$ cat src/rtl/rc4_key_worker.sv
// Single-key RC4 decryption worker: rebuilds the S-box, runs KSA with the latched
// key, decrypts the message ROM into the plaintext RAM and flags success/failure.
module rc4_key_worker #(
    parameter int unsigned MSG_LEN = 32,
    parameter int unsigned MSG_AW  = 5
) (
    input  logic              clk,
    input  logic              reset,
    input  logic              reset_all,
    input  logic [23:0]       secret_key,
    output logic              success,
    output logic              failure,
    output logic [7:0]        s_addr,
    output logic [7:0]        s_wdata,
    output logic              s_wren,
    input  logic [7:0]        s_rdata,
    output logic [MSG_AW-1:0] rom_addr,
    input  logic [7:0]        rom_rdata,
    output logic [MSG_AW-1:0] d_addr,
    output logic [7:0]        d_wdata,
    output logic              d_wren
);

    localparam logic [4:0] ST_IDLE   = 5'd0;
    localparam logic [4:0] ST_INIT   = 5'd1;
    localparam logic [4:0] KSA_RD_I  = 5'd2;
    localparam logic [4:0] KSA_WT_I  = 5'd3;
    localparam logic [4:0] KSA_RD_J  = 5'd4;
    localparam logic [4:0] KSA_WT_J  = 5'd5;
    localparam logic [4:0] KSA_WR_I  = 5'd6;
    localparam logic [4:0] KSA_WR_J  = 5'd7;
    localparam logic [4:0] PR_INC    = 5'd8;
    localparam logic [4:0] PR_RD_I   = 5'd9;
    localparam logic [4:0] PR_WT_I   = 5'd10;
    localparam logic [4:0] PR_RD_J   = 5'd11;
    localparam logic [4:0] PR_WT_J   = 5'd12;
    localparam logic [4:0] PR_WR_I   = 5'd13;
    localparam logic [4:0] PR_WR_J   = 5'd14;
    localparam logic [4:0] PR_RD_F   = 5'd15;
    localparam logic [4:0] PR_WT_F   = 5'd16;
    localparam logic [4:0] PR_OUT    = 5'd17;
    localparam logic [4:0] ST_DONE   = 5'd18;
    localparam logic [4:0] ST_FAIL   = 5'd19;

    localparam logic [MSG_AW-1:0] LAST_K = MSG_AW'(MSG_LEN - 1);

    logic [4:0]        state, state_nxt;
    logic [7:0]        i, i_nxt, j, j_nxt, si, si_nxt, sj, sj_nxt;
    logic [1:0]        kidx, kidx_nxt;
    logic [MSG_AW-1:0] k, k_nxt;
    logic [23:0]       key, key_nxt;
    logic [7:0]        s_addr_nxt, s_wdata_nxt, d_wdata_nxt;
    logic [MSG_AW-1:0] rom_addr_nxt, d_addr_nxt;
    logic              s_wren_nxt, d_wren_nxt, success_nxt, failure_nxt;
    logic [7:0]        key_byte, ksa_j, prga_j, plain;
    logic              plain_ok;

    // Key byte for the current i mod 3 position, tracked by a wrap counter
    always_comb begin
        key_byte = key[7:0];
        case (kidx)
            2'd0:    key_byte = key[23:16];
            2'd1:    key_byte = key[15:8];
            default: key_byte = key[7:0];
        endcase
    end

    assign ksa_j    = j + s_rdata + key_byte;
    assign prga_j   = j + s_rdata;
    assign plain    = s_rdata ^ rom_rdata;
    assign plain_ok = ((plain >= 8'h61) && (plain <= 8'h7A)) || (plain == 8'h20);

    always_ff @(posedge clk or posedge reset) begin
        if (reset) begin
            state    <= ST_IDLE;
            i        <= 8'd0;
            j        <= 8'd0;
            si       <= 8'd0;
            sj       <= 8'd0;
            kidx     <= 2'd0;
            k        <= '0;
            key      <= 24'd0;
            s_addr   <= 8'd0;
            s_wdata  <= 8'd0;
            s_wren   <= 1'b0;
            rom_addr <= '0;
            d_addr   <= '0;
            d_wdata  <= 8'd0;
            d_wren   <= 1'b0;
            success  <= 1'b0;
            failure  <= 1'b0;
        end else begin
            state    <= state_nxt;
            i        <= i_nxt;
            j        <= j_nxt;
            si       <= si_nxt;
            sj       <= sj_nxt;
            kidx     <= kidx_nxt;
            k        <= k_nxt;
            key      <= key_nxt;
            s_addr   <= s_addr_nxt;
            s_wdata  <= s_wdata_nxt;
            s_wren   <= s_wren_nxt;
            rom_addr <= rom_addr_nxt;
            d_addr   <= d_addr_nxt;
            d_wdata  <= d_wdata_nxt;
            d_wren   <= d_wren_nxt;
            success  <= success_nxt;
            failure  <= failure_nxt;
        end
    end

    // Reads are issued one state ahead of their WT state; data is captured in the state after WT
    always_comb begin
        state_nxt    = state;
        i_nxt        = i;
        j_nxt        = j;
        si_nxt       = si;
        sj_nxt       = sj;
        kidx_nxt     = kidx;
        k_nxt        = k;
        key_nxt      = key;
        s_addr_nxt   = s_addr;
        s_wdata_nxt  = s_wdata;
        s_wren_nxt   = 1'b0;
        rom_addr_nxt = rom_addr;
        d_addr_nxt   = d_addr;
        d_wdata_nxt  = d_wdata;
        d_wren_nxt   = 1'b0;
        success_nxt  = success;
        failure_nxt  = failure;

        if (!reset_all) begin
            state_nxt   = ST_IDLE;
            success_nxt = 1'b0;
            failure_nxt = 1'b0;
        end else begin
            case (state)
                ST_IDLE: begin
                    key_nxt   = secret_key;
                    i_nxt     = 8'd0;
                    state_nxt = ST_INIT;
                end
                ST_INIT: begin
                    s_addr_nxt  = i;
                    s_wdata_nxt = i;
                    s_wren_nxt  = 1'b1;
                    i_nxt       = i + 8'd1;
                    if (i == 8'hFF) begin
                        j_nxt     = 8'd0;
                        kidx_nxt  = 2'd0;
                        state_nxt = KSA_RD_I;
                    end
                end
                KSA_RD_I: begin
                    s_addr_nxt = i;
                    state_nxt  = KSA_WT_I;
                end
                KSA_WT_I: state_nxt = KSA_RD_J;
                KSA_RD_J: begin
                    si_nxt     = s_rdata;
                    j_nxt      = ksa_j;
                    s_addr_nxt = ksa_j;
                    state_nxt  = KSA_WT_J;
                end
                KSA_WT_J: state_nxt = KSA_WR_I;
                KSA_WR_I: begin
                    sj_nxt      = s_rdata;
                    s_addr_nxt  = i;
                    s_wdata_nxt = s_rdata;
                    s_wren_nxt  = 1'b1;
                    state_nxt   = KSA_WR_J;
                end
                KSA_WR_J: begin
                    s_addr_nxt  = j;
                    s_wdata_nxt = si;
                    s_wren_nxt  = 1'b1;
                    i_nxt       = i + 8'd1;
                    kidx_nxt    = (kidx == 2'd2) ? 2'd0 : kidx + 2'd1;
                    if (i == 8'hFF) begin
                        j_nxt     = 8'd0;
                        k_nxt     = '0;
                        state_nxt = PR_INC;
                    end else begin
                        state_nxt = KSA_RD_I;
                    end
                end
                PR_INC: begin
                    i_nxt     = i + 8'd1;
                    state_nxt = PR_RD_I;
                end
                PR_RD_I: begin
                    s_addr_nxt = i;
                    state_nxt  = PR_WT_I;
                end
                PR_WT_I: state_nxt = PR_RD_J;
                PR_RD_J: begin
                    si_nxt     = s_rdata;
                    j_nxt      = prga_j;
                    s_addr_nxt = prga_j;
                    state_nxt  = PR_WT_J;
                end
                PR_WT_J: state_nxt = PR_WR_I;
                PR_WR_I: begin
                    sj_nxt      = s_rdata;
                    s_addr_nxt  = i;
                    s_wdata_nxt = s_rdata;
                    s_wren_nxt  = 1'b1;
                    state_nxt   = PR_WR_J;
                end
                PR_WR_J: begin
                    s_addr_nxt  = j;
                    s_wdata_nxt = si;
                    s_wren_nxt  = 1'b1;
                    state_nxt   = PR_RD_F;
                end
                PR_RD_F: begin
                    s_addr_nxt   = si + sj;
                    rom_addr_nxt = k;
                    state_nxt    = PR_WT_F;
                end
                PR_WT_F: state_nxt = PR_OUT;
                PR_OUT: begin
                    d_addr_nxt  = k;
                    d_wdata_nxt = plain;
                    d_wren_nxt  = 1'b1;
                    if (!plain_ok) begin
                        failure_nxt = 1'b1;
                        state_nxt   = ST_FAIL;
                    end else if (k == LAST_K) begin
                        success_nxt = 1'b1;
                        state_nxt   = ST_DONE;
                    end else begin
                        k_nxt     = k + MSG_AW'(1);
                        state_nxt = PR_INC;
                    end
                end
                ST_DONE: state_nxt = ST_DONE;
                ST_FAIL: state_nxt = ST_FAIL;
                default: state_nxt = ST_IDLE;
            endcase
        end
    end

endmodule
$ cat config.mk
export PLATFORM = sky130hd
export DESIGN_NAME = rc4_key_worker
export DESIGN_NICKNAME = d
export VERILOG_FILES = /design/src/rtl/rc4_key_worker.sv
export SDC_FILE = /design/constraint.sdc
export NUM_CORES = 1
export LEC_CHECK = 0
export CAP_MARGIN = 20
export CELL_PAD_IN_SITES_DETAIL_PLACEMENT = 2
export CELL_PAD_IN_SITES_GLOBAL_PLACEMENT = 2
export CORE_UTILIZATION = 36
export CTS_CLUSTER_DIAMETER = 100
export DETAILED_ROUTE_END_ITERATION = 6
export PLACE_DENSITY = 0.88
export SLEW_MARGIN = 20
export SYNTH_ARGS = -nofsm -noshare
export SYNTH_HDL_FRONTEND = slang
export SYNTH_SLANG_ARGS = --single-unit
$ cat constraint.sdc
create_clock -name clk -period 3.65 [get_ports clk]
set_clock_uncertainty 0.05 [all_clocks]
set_input_delay 0.365 -clock clk [delete_from_list [all_inputs] [get_ports clk]]
set_output_delay 0.365 -clock clk [all_outputs]
set_load 0.02 [all_outputs]
==> flow_metrics.env, run 1 <==
export IMPL_outcome="completed"
export IMPL_areaGrowthSynthToFinish_pct=23.7
export IMPL_min_path_type="reg -> reg"
export IMPL_yosysTopAreaCellShare_pct=43.7
export IMPL_grt_pass1_wl_mm=33.7
export IMPL_clock_sinks=106
export IMPL_post_route_drc_count=0
export IMPL_yosysSeqAreaShare_pct=43.7
export IMPL_synthArstFlopShare_pct=100
export IMPL_layout_nets=757
export IMPL_place_inst=896
export IMPL_drt_antenna_violating_nets=0
export IMPL_cts_setup_buffers=0
export IMPL_routed_wl_mm=20.8
export IMPL_ys_ff_latch=106
export IMPL_die_area_sq_mm=0.0174
export IMPL_setup_tns_ns=0
export IMPL_criticalPathCategory="in -> reg"
export IMPL_die_y_microns=132
export IMPL_cp_required_ns=3.85
export IMPL_setup_ws_ns=0.141
export IMPL_fp_row_count=47
export IMPL_drive_gt1_share_pct=15.8
export IMPL_tritoncts="done"
export IMPL_final_cell_count_no_fill=912
export IMPL_fin_crit_sh_pct=96.1
export IMPL_insertion_delay_ns=0.37
export IMPL_start_util_pct=36.7
export IMPL_ys_warn_count=0
export IMPL_gp_congestion=0.879
export IMPL_slew_violations=0
export IMPL_synth_net_count=670
export IMPL_timing_fmax_ghz=0.285
export IMPL_start_kind="input pin"
export IMPL_num_vias=5192
export IMPL_portBuffers=80
export IMPL_ioPinCount=81
export IMPL_root_buffer="clkbuf_16"
export IMPL_cp_max_fo=2
export IMPL_die_w_microns=132
export IMPL_antenna_found_initial=0
export IMPL_arrival_ns=3.71
export IMPL_h_tree_depth=3
export IMPL_synth_edf_count=0
export IMPL_drt_wirelength_per_cell_microns=22.8
export IMPL_grt_overflow=0
export IMPL_setup_violations=0
export IMPL_grt_pass1_vias=6012
export IMPL_ys_top_cells_by_area="dfrtp_1 (44%), mux2_2 (9.1%), ha_1 (5.0%)"
export IMPL_tightest_slew_ns=0.863
export IMPL_crit_path_end_kind="flip-flop"
export IMPL_postSynthCellCount=600
export IMPL_grt_max_degree=66
export IMPL_hold_violations=0
export IMPL_clockBufferDepth=2
export IMPL_ys_flop_type="dfrtp_1"
export IMPL_fin_util_pct=45.4
export IMPL_grtUsageTotal_pct=25.2
export IMPL_period_needed_ns=3.51
export IMPL_p_per_area_mw_per_mm2=626
export IMPL_syn_area_sq_mm=0.00607
export IMPL_cts_buffers=9
export IMPL_vias_per_cell=5.69
export IMPL_p_leak_nw=3.20
export IMPL_first_iter_violations=330
export IMPL_slew_headroom_pct=42.5
export IMPL_ir_drop_v=0.000244
export IMPL_max_cap_violations=0
export IMPL_synth_area_per_cell_sq_um=10.1
export IMPL_antenna_cells=0
export IMPL_yosys_cell_types_count=61
export IMPL_post_place_ws_ns=-0.279
export IMPL_drt_pre_antenna_iters=4
export IMPL_cts_clk_slew_worst_paths_ns=0.08
export IMPL_design_core_area_sq_mm=0.0165
export IMPL_synth_largest_area_cell="dfrtp_1"
export IMPL_dp_hpwl_mm=15.9
-- cells in the final DEF, fill, tap and decap left out, types with 4 or more instances in the layout --
cell / Yosys / final
a211oi_1: 7 / 7
a21o_1: 9 / 9
a21oi_1: 44 / 43
a221oi_1: 6 / 6
a22o_1: 9 / 9
a22oi_1: 7 / 7
and2_1: 4 / 4
and3_1: 6 / 6
buf_4: 2 / 23
clkbuf_16: 0 / 9
clkdlybuf4s50_1: 0 / 80
dfrtp_1: 106 / 106
ha_1: 24 / 24
inv_1: 17 / 16
mux2_2: 49 / 49
mux2i_1: 10 / 10
nand2_1: 55 / 55
nand3_1: 8 / 8
nand4_1: 6 / 6
nor2_1: 43 / 43
nor2b_1: 5 / 5
nor3_1: 7 / 7
o21a_1: 5 / 5
o21ai_0: 54 / 53
xnor2_1: 21 / 21
xor2_1: 14 / 14
-- logic make-up (layout without fill, tap and decap cells) --
family,after synthesis,count (layout),share of synthesized area (%)
AO/OA/AOI/OAI,175,175,18.8
adder cells (fa/ha/maj),27,27,5.94
buffers and inverters,45,137,3.61
AND/OR/NAND/NOR,153,153,12.1
multiplexers,59,59,10.7
flip-flops,106,106,43.7
XOR/XNOR,35,35,5.05
-- cell usage after synthesis, types with 3 or more instances --
master	number
a211oi_1	7
a21o_1	9
nand2_1	55
and3_1	6
or3_1	3
o41ai_1	3
nand3_1	8
clkbuf_1	10
xor2_1	14
a221oi_1	6
nand2b_1	3
and2_1	4
dfrtp_1	106
o21ai_1	3
inv_1	17
buf_2	11
o21a_1	5
fa_1	3
mux2i_1	10
nor2_1	43
xnor2_1	21
o22ai_1	3
ha_1	24
mux2_2	49
o21bai_1	3
nand4_1	6
a22o_1	9
nor2b_1	5
o21ai_0	54
a22oi_1	7
nor3_1	7
a21oi_1	44
-- flip-flops by register name (all words and copies together), names as in the netlist, 8 cells and up --
name     count
d_wdata      8
i            8
j            8
key         24
s_addr       8
s_wdata      8
si           8
sj           8
-- metal layers --
layer	GRT usage [%]	wire length [microns]	vias to the layer above
met5	0	0	-
met4	11.6	620	0
met3	3.77	672	36
met2	45.6	10800	139
met1	29.3	8650	2670
li1	-	-	2347
-- through the flow --
stage	total power [mW]	hold WS (ns)	instance area (sq um)
floorplan	2.84	0.420	6070
global placement	3.39	0.411	7180
detailed placement	3.59	0.422	7180
CTS	4.68	0.440	7490
global route	4.96	0.482	7500
finish	4.69	0.433	7500
-- layout make-up --
class	instances	area, sq um
fillers	1725	9020
multi-input cells	449	3210
flip-flops and latches	106	2650
repair buffers	104	993
well taps	220	275
clock buffers	9	225
clock inverters	7	81.3
inverters	17	66.3
-- worst max-delay path, stage by stage --
cell,delay (ns)
clkdlybuf4s50_1,0.49
ha_1,0.27
fa_1,0.40
a21o_1,0.20
a21oi_2,0.14
o21ai_0,0.13
xor2_1,0.18
ha_1,0.22
or4_1,0.49
o22ai_2,0.18
xnor2_1,0.16
xnor2_1,0.11
a21o_1,0.19
a22o_1,0.18
-- power breakdown --
| group | internal [mW] | switching (mW) | leakage, nW |
|---|---|---|---|
| clock network | 0.546 | 0.498 | 0.153 |
| registers | 1.37 | 0.188 | 1.37 |
| logic | 0.935 | 1.16 | 1.68 |
-- timing repair --
action                                  in CTS  in global routing
endpoints found under the setup margin       0                  2
endpoints found under the hold margin        0                  0
gates resized for setup                      0                  3
hold buffers                                 0                  0
-- final timing paths --
kind / startpoint / to / slack, ns / depth (start not counted)
max in group asynchronous: reset / key[1]$_DFFE_PP0P_ / 2.21 / 3
max: s_rdata[0] / j[7]$_DFFE_PP0P_ / 0.14 / 14
min in group asynchronous: reset / d_addr[4]$_DFFE_PP0P_ / 0.47 / 2
min: s_wdata[0]$_DFFE_PP0P_ / s_wdata[0]$_DFFE_PP0P_ / 0.43 / 2
max reg2reg: j[0]$_DFFE_PP0P_ / j[7]$_DFFE_PP0P_ / 0.26 / 13
min reg2reg: s_wdata[0]$_DFFE_PP0P_ / s_wdata[0]$_DFFE_PP0P_ / 0.43 / 2
No activity file was read; power rests on OpenSTA's default activity.
==> run 2, diff against run 1 <==
--- a/config.mk
+++ b/config.mk
@@ -8,10 +8,11 @@
 export CAP_MARGIN = 20
 export CELL_PAD_IN_SITES_DETAIL_PLACEMENT = 2
 export CELL_PAD_IN_SITES_GLOBAL_PLACEMENT = 2
-export CORE_UTILIZATION = 36
+export CORE_UTILIZATION = 32
 export CTS_CLUSTER_DIAMETER = 100
 export DETAILED_ROUTE_END_ITERATION = 6
-export PLACE_DENSITY = 0.88
+export HOLD_SLACK_MARGIN = 0.06
+export PLACE_DENSITY = 0.83
 export SLEW_MARGIN = 20
 export SYNTH_ARGS = -nofsm -noshare
 export SYNTH_HDL_FRONTEND = slang
==> constraint.sdc (replaced) <==
create_clock -name clk -period 2.9 [get_ports clk]
set_clock_uncertainty 0.05 [all_clocks]
set_input_delay 0.29 -clock clk [delete_from_list [all_inputs] [get_ports clk]]
set_output_delay 0.29 -clock clk [all_outputs]
set_load 0.02 [all_outputs]
==> flow_metrics.env, run 2 (synthesis results as in run 1) <==
export IMPL_outcome="finished, violations left"
export IMPL_violations="negative setup slack"
export IMPL_start_util_pct=33.2
export IMPL_slew_headroom_pct=48.9
export IMPL_power_switching_share_pct=39.9
export IMPL_crit_slowest_cell="or4_4"
export IMPL_tritoncts="done"
export IMPL_rsz0062_at_grt="true"
export IMPL_drt_pre_antenna_iters=5
export IMPL_clkPwrFrac_pct=17.4
export IMPL_cts_buffers=9
export IMPL_largest_reg_flops=24
export IMPL_vias_per_cell=5.59
export IMPL_root_buffer="clkbuf_16"
export IMPL_layout_nets=803
export IMPL_cp_required_ns=3.09
export IMPL_regArea_sq_mm=0.00265
export IMPL_grt_max_degree=42
export IMPL_die_y_microns=140
export IMPL_arrival_ns=3.43
export IMPL_tightest_slew_ns=0.767
export IMPL_slowest_delay_ns=0.50
export IMPL_crit_chain="ha_4 > fa_2 > a21o_1 > a21oi_2 > buf_4 > xnor2_4 > ha_4 > or4_4 > o22ai_4 > xnor2_2 > xnor2_2 > a21o_1 > a22o_1"
export IMPL_max_cap_violations=0
export IMPL_pwr_share_comb_pct=54.8
export IMPL_crit_path_end_kind="flip-flop"
export IMPL_most_common_layout_cells="dfrtp_1 (105), clkdlybuf4s50_1 (78), buf_4 (67)"
export IMPL_p_per_area_mw_per_mm2=880
export IMPL_ioPinCount=81
export IMPL_drt_antenna_violating_nets=0
export IMPL_clockBufferDepth=2
export IMPL_insertion_delay_ns=0.36
export IMPL_clock_sinks=106
export IMPL_die_w_microns=140
export IMPL_period_needed_ns=3.24
export IMPL_ir_drop_v=0.000540
export IMPL_grt_pass1_vias=6150
export IMPL_place_inst=947
export IMPL_nFillCells=1926
export IMPL_slew_violations=0
export IMPL_antenna_found_initial=0
export IMPL_timing_fmax_ghz=0.308
export IMPL_fp_row_count=49
export IMPL_antenna_cells=0
export IMPL_cp_max_fo=2
export IMPL_die_area_sq_mm=0.0195
export IMPL_multi_input_area_sq_mm=0.00337
export IMPL_gp_congestion=0.823
export IMPL_cts_clk_slew_worst_paths_ns=0.08
export IMPL_dp_hpwl_mm=16.8
export IMPL_seqPwrFrac_pct=27.8
export IMPL_areaGrowthSynthToFinish_pct=32.1
export IMPL_power_mw=7.05
export IMPL_drive_gt1_share_pct=24.2
export IMPL_hold_violations=0
export IMPL_grt_overflow=0
export IMPL_h_tree_depth=3
export IMPL_criticalPathCategory="reg -> reg"
export IMPL_holdWs_ns=0.342
export IMPL_num_vias=5404
export IMPL_p_leak_nw=3.45
export IMPL_fin_util_pct=43.9
export IMPL_post_route_drc_count=0
export IMPL_design_core_area_sq_mm=0.0183
export IMPL_first_iter_violations=282
export IMPL_final_common_cell="dfrtp_1"
export IMPL_final_cell_count_no_fill=966
export IMPL_grt_pass1_wl_mm=35.5
export IMPL_post_place_ws_ns=-0.910
export IMPL_setup_violations=4
export IMPL_setup_ws_ns=-0.343
export IMPL_start_kind="flip-flop"
export IMPL_fin_crit_sh_pct=112
export IMPL_portBuffers=80
export IMPL_drt_wirelength_per_cell_microns=23.2
export IMPL_largest_register="key"
export IMPL_p_sw_mw=2.81
export IMPL_min_path_type="in -> async"
export IMPL_p_int_mw=4.24
export IMPL_grtUsageTotal_pct=23.7
export IMPL_routed_wl_mm=22.4
-- run 2: layer usage --
| layer | routed length [microns] | global-route usage, % | vias to the layer above |
|---|---|---|---|
| met5 | 0 | 0 | - |
| met4 | 592 | 7.92 | 0 |
| met3 | 772 | 3.41 | 37 |
| met2 | 11800 | 43.6 | 155 |
| met1 | 9300 | 28.2 | 2781 |
| li1 | - | - | 2431 |
-- run 2: path summary, 6_finish.rpt --
kind                                         startpoint                      end  slack [ns]  cells after the start
worst max-delay path                   j[0]$_DFFE_PP0P_         j[7]$_DFFE_PP0P_       -0.34                     13
worst min register to register  rom_addr[1]$_DFFE_PP0P_  rom_addr[1]$_DFFE_PP0P_        0.45                      2
max in group asynchronous                         reset         j[0]$_DFFE_PP0P_        1.79                      3
min in group clk                rom_addr[1]$_DFFE_PP0P_  rom_addr[1]$_DFFE_PP0P_        0.45                      2
worst min-delay path                              reset    d_addr[0]$_DFFE_PP0P_        0.34                      2
worst max register to register         j[0]$_DFFE_PP0P_         j[7]$_DFFE_PP0P_       -0.34                     13
-- run 2: metrics by stage --
stage,cell area [sq um],setup TNS [ns]
global route,8010,-1.55
CTS,7970,-0.697
global placement,7530,-3.51
finish,8010,-1.00
floorplan,6080,-0.148
detailed placement,7530,-6.07
-- run 2: critical path, delay by kind of cell (launching register included) --
family / cells / cell delay (ns)
XOR/XNOR: 3 / 0.34
buffers and inverters: 1 / 0.17
AO/OA/AOI/OAI: 5 / 0.90
adder cells (fa/ha/maj): 3 / 0.72
flip-flops: 1 / 0.45
AND/OR/NAND/NOR: 1 / 0.50
-- run 2: power by group through the flow --
stage          Sequential [mW]  Clock, mW  Combinational [mW]
2_1_floorplan             1.95          0                1.63
3_3_place_gp              1.94          0                2.77
3_5_place_dp              1.97          0                3.05
4_1_cts                   1.96       1.25                3.64
5_1_grt                   1.99       1.30                4.10
6_report                  1.96       1.23                3.86
-- run 2: cell type report --
cell class              instances  area share [%]
clock buffers                  11            3.03
clock inverters                 4           0.437
inverters                      17           0.843
multi-input cells             449            42.1
flip-flops and latches        106            33.1
well taps                     229            3.58
repair buffers                150            16.9
-- run 2: what timing repair did --
action                                  CTS  global route
setup buffers                             4             1
resized for setup                        30             9
endpoints found under the setup margin    9            11
pin swaps                                22             9
hold buffers                              0             0
==> run 3, diff against run 2 <==
--- a/config.mk
+++ b/config.mk
@@ -13,6 +13,7 @@
 export DETAILED_ROUTE_END_ITERATION = 6
 export HOLD_SLACK_MARGIN = 0.06
 export PLACE_DENSITY = 0.83
+export SKIP_CTS_REPAIR_TIMING = 1
 export SLEW_MARGIN = 20
 export SYNTH_ARGS = -nofsm -noshare
 export SYNTH_HDL_FRONTEND = slang
==> flow_metrics.env, run 3 (synthesis results as in run 1) <==
export IMPL_grtUsageTotal_pct=23.2
export IMPL_routed_wl_mm=22.2
export IMPL_cp_max_fo=2
export IMPL_grt_overflow=0
export IMPL_slew_violations=0
export IMPL_slowest_delay_ns=0.50
export IMPL_clock_sinks=106
export IMPL_arrival_ns=3.50
export IMPL_drt_antenna_violating_nets=0
export IMPL_ir_drop_v=0.000534
export IMPL_timing_fmax_ghz=0.302
export IMPL_violations="negative setup slack"
export IMPL_place_inst=947
export IMPL_h_tree_depth=3
export IMPL_crit_slowest_cell="or4_4"
export IMPL_vias_per_cell=5.57
export IMPL_outcome="finished, violations left"
export IMPL_place_area_sq_mm=0.00753
export IMPL_p_per_area_mw_per_mm2=854
export IMPL_fp_row_count=49
export IMPL_areaGrowthSynthToFinish_pct=31.3
export IMPL_setup_violations=5
export IMPL_design_core_area_sq_mm=0.0183
export IMPL_post_route_drc_count=0
export IMPL_grt_pass1_vias=6112
export IMPL_drt_pre_antenna_iters=4
export IMPL_crit_chain="ha_4 > fa_2 > a21o_1 > a21oi_2 > o21ai_2 > xor2_1 > ha_2 > or4_4 > o22ai_4 > xnor2_2 > xnor2_1 > a21o_1 > a22o_1"
export IMPL_hold_violations=0
export IMPL_num_vias=5365
export IMPL_layout_nets=800
export IMPL_stdcell_area_sq_mm=0.00797
export IMPL_largest_register="key"
export IMPL_dp_hpwl_mm=16.8
export IMPL_rsz0062_at_grt="true"
export IMPL_period_needed_ns=3.32
export IMPL_crit_path_end_kind="flip-flop"
export IMPL_max_cap_violations=0
export IMPL_insertion_delay_ns=0.36
export IMPL_start_kind="flip-flop"
export IMPL_cts_buffers=9
export IMPL_cp_required_ns=3.08
export IMPL_most_common_layout_cells="dfrtp_1 (104), clkdlybuf4s50_1 (78), buf_4 (65)"
export IMPL_largest_reg_flops=24
export IMPL_tritoncts="done"
export IMPL_crit_path_frequent_cell="a21o_1"
export IMPL_drt_wirelength_per_cell_microns=23.0
export IMPL_die_area_sq_mm=0.0195
export IMPL_first_iter_violations=227
export IMPL_tightest_slew_ns=0.776
export IMPL_final_common_cell="dfrtp_1"
export IMPL_crit_buf_inv=0
export IMPL_ioPinCount=81
export IMPL_antenna_cells=0
export IMPL_gp_congestion=0.823
export IMPL_root_buffer="clkbuf_16"
export IMPL_fin_crit_sh_pct=114
export IMPL_grt_max_degree=42
export IMPL_die_y_microns=140
export IMPL_criticalPathCategory="reg -> reg"
export IMPL_final_cell_count_no_fill=963
export IMPL_regArea_sq_mm=0.00266
export IMPL_cts_clk_slew_worst_paths_ns=0.08
export IMPL_drive_gt1_share_pct=23.4
export IMPL_multi_input_area_sq_mm=0.00335
export IMPL_grt_pass1_wl_mm=34.9
export IMPL_slew_headroom_pct=48.2
export IMPL_die_w_microns=140
export IMPL_p_leak_nw=3.43
export IMPL_min_path_type="in -> async"
export IMPL_portBuffers=80
export IMPL_setup_ws_ns=-0.417
export IMPL_nFillCells=1938
export IMPL_antenna_found_initial=0
export IMPL_critPathTopFamily="compound AO/OA/AOI/OAI gates"
export IMPL_power_mw=6.80
export IMPL_clockBufferDepth=2
export IMPL_holdWs_ns=0.344
export IMPL_start_util_pct=33.2
run 3: cell types whose count changed in the layout (fill, tap and decap cells not counted), sizes merged:
cell          before  now
dlygate4sd2        2    0
dlymetal6s2s       0    2
buf               70   67
run 3: stage by stage:
step	util [%]	setup WS [ns]	setup TNS, ns
6_report	43.6	-0.417	-0.971
5_1_grt	43.6	-0.527	-1.59
4_1_cts	42.7	-0.627	-2.59
3_5_place_dp	41.2	-0.910	-6.07
3_3_place_gp	41.2	-0.732	-3.51
2_1_floorplan	-	-0.129	-0.148
run 3: area by class of cell:
class                      count  area share (%)
multi-input combinational    449            42.0
sequential                   106            33.3
clock inverter                 4           0.440
clock buffer                  11            3.05
timing repair buffer         147            16.7
inverter                      17           0.848
tap                          229            3.60
run 3: report_power, final:
| group | total [mW] | switching, mW | internal, mW | leakage [nW] |
|---|---|---|---|---|
| Sequential | 1.95 | 0.232 | 1.72 | 1.37 |
| Combinational | 3.62 | 1.87 | 1.75 | 1.93 |
| Clock | 1.23 | 0.614 | 0.613 | 0.130 |
run 3: worst paths after layout:
kind                       slack, ns               startpoint                       to  cells past startpoint
hold reg to reg                 0.45  rom_addr[1]$_DFFE_PP0P_  rom_addr[1]$_DFFE_PP0P_                      2
max in group asynchronous       1.79                    reset         j[0]$_DFFE_PP0P_                      3
setup reg to reg               -0.42         j[0]$_DFFE_PP0P_         j[7]$_DFFE_PP0P_                     13
setup / recovery               -0.42         j[0]$_DFFE_PP0P_         j[7]$_DFFE_PP0P_                     13
min in group clk                0.45  rom_addr[1]$_DFFE_PP0P_  rom_addr[1]$_DFFE_PP0P_                      2
hold / removal                  0.34                    reset    d_addr[0]$_DFFE_PP0P_                      2
run 3: per-layer routing:
| layer | up-vias | track usage (%) | routed length, microns |
|---|---|---|---|
| met5 | - | 0 | 0 |
| met4 | 0 | 7.75 | 588 |
| met3 | 41 | 3.75 | 915 |
| met2 | 155 | 42.2 | 11600 |
| met1 | 2747 | 27.6 | 9100 |
| li1 | 2422 | - | - |
run 3: worst reg2reg max path, stage by stage, from the launching register on:
cell and delay (ns):
dfrtp_2 0.45, ha_4 0.18, fa_2 0.38, a21o_1 0.19, a21oi_2 0.19, o21ai_2 0.08, xor2_1 0.18, ha_2 0.21
or4_4 0.50, o22ai_4 0.17, xnor2_2 0.14, xnor2_1 0.11, a21o_1 0.18, a22o_1 0.20
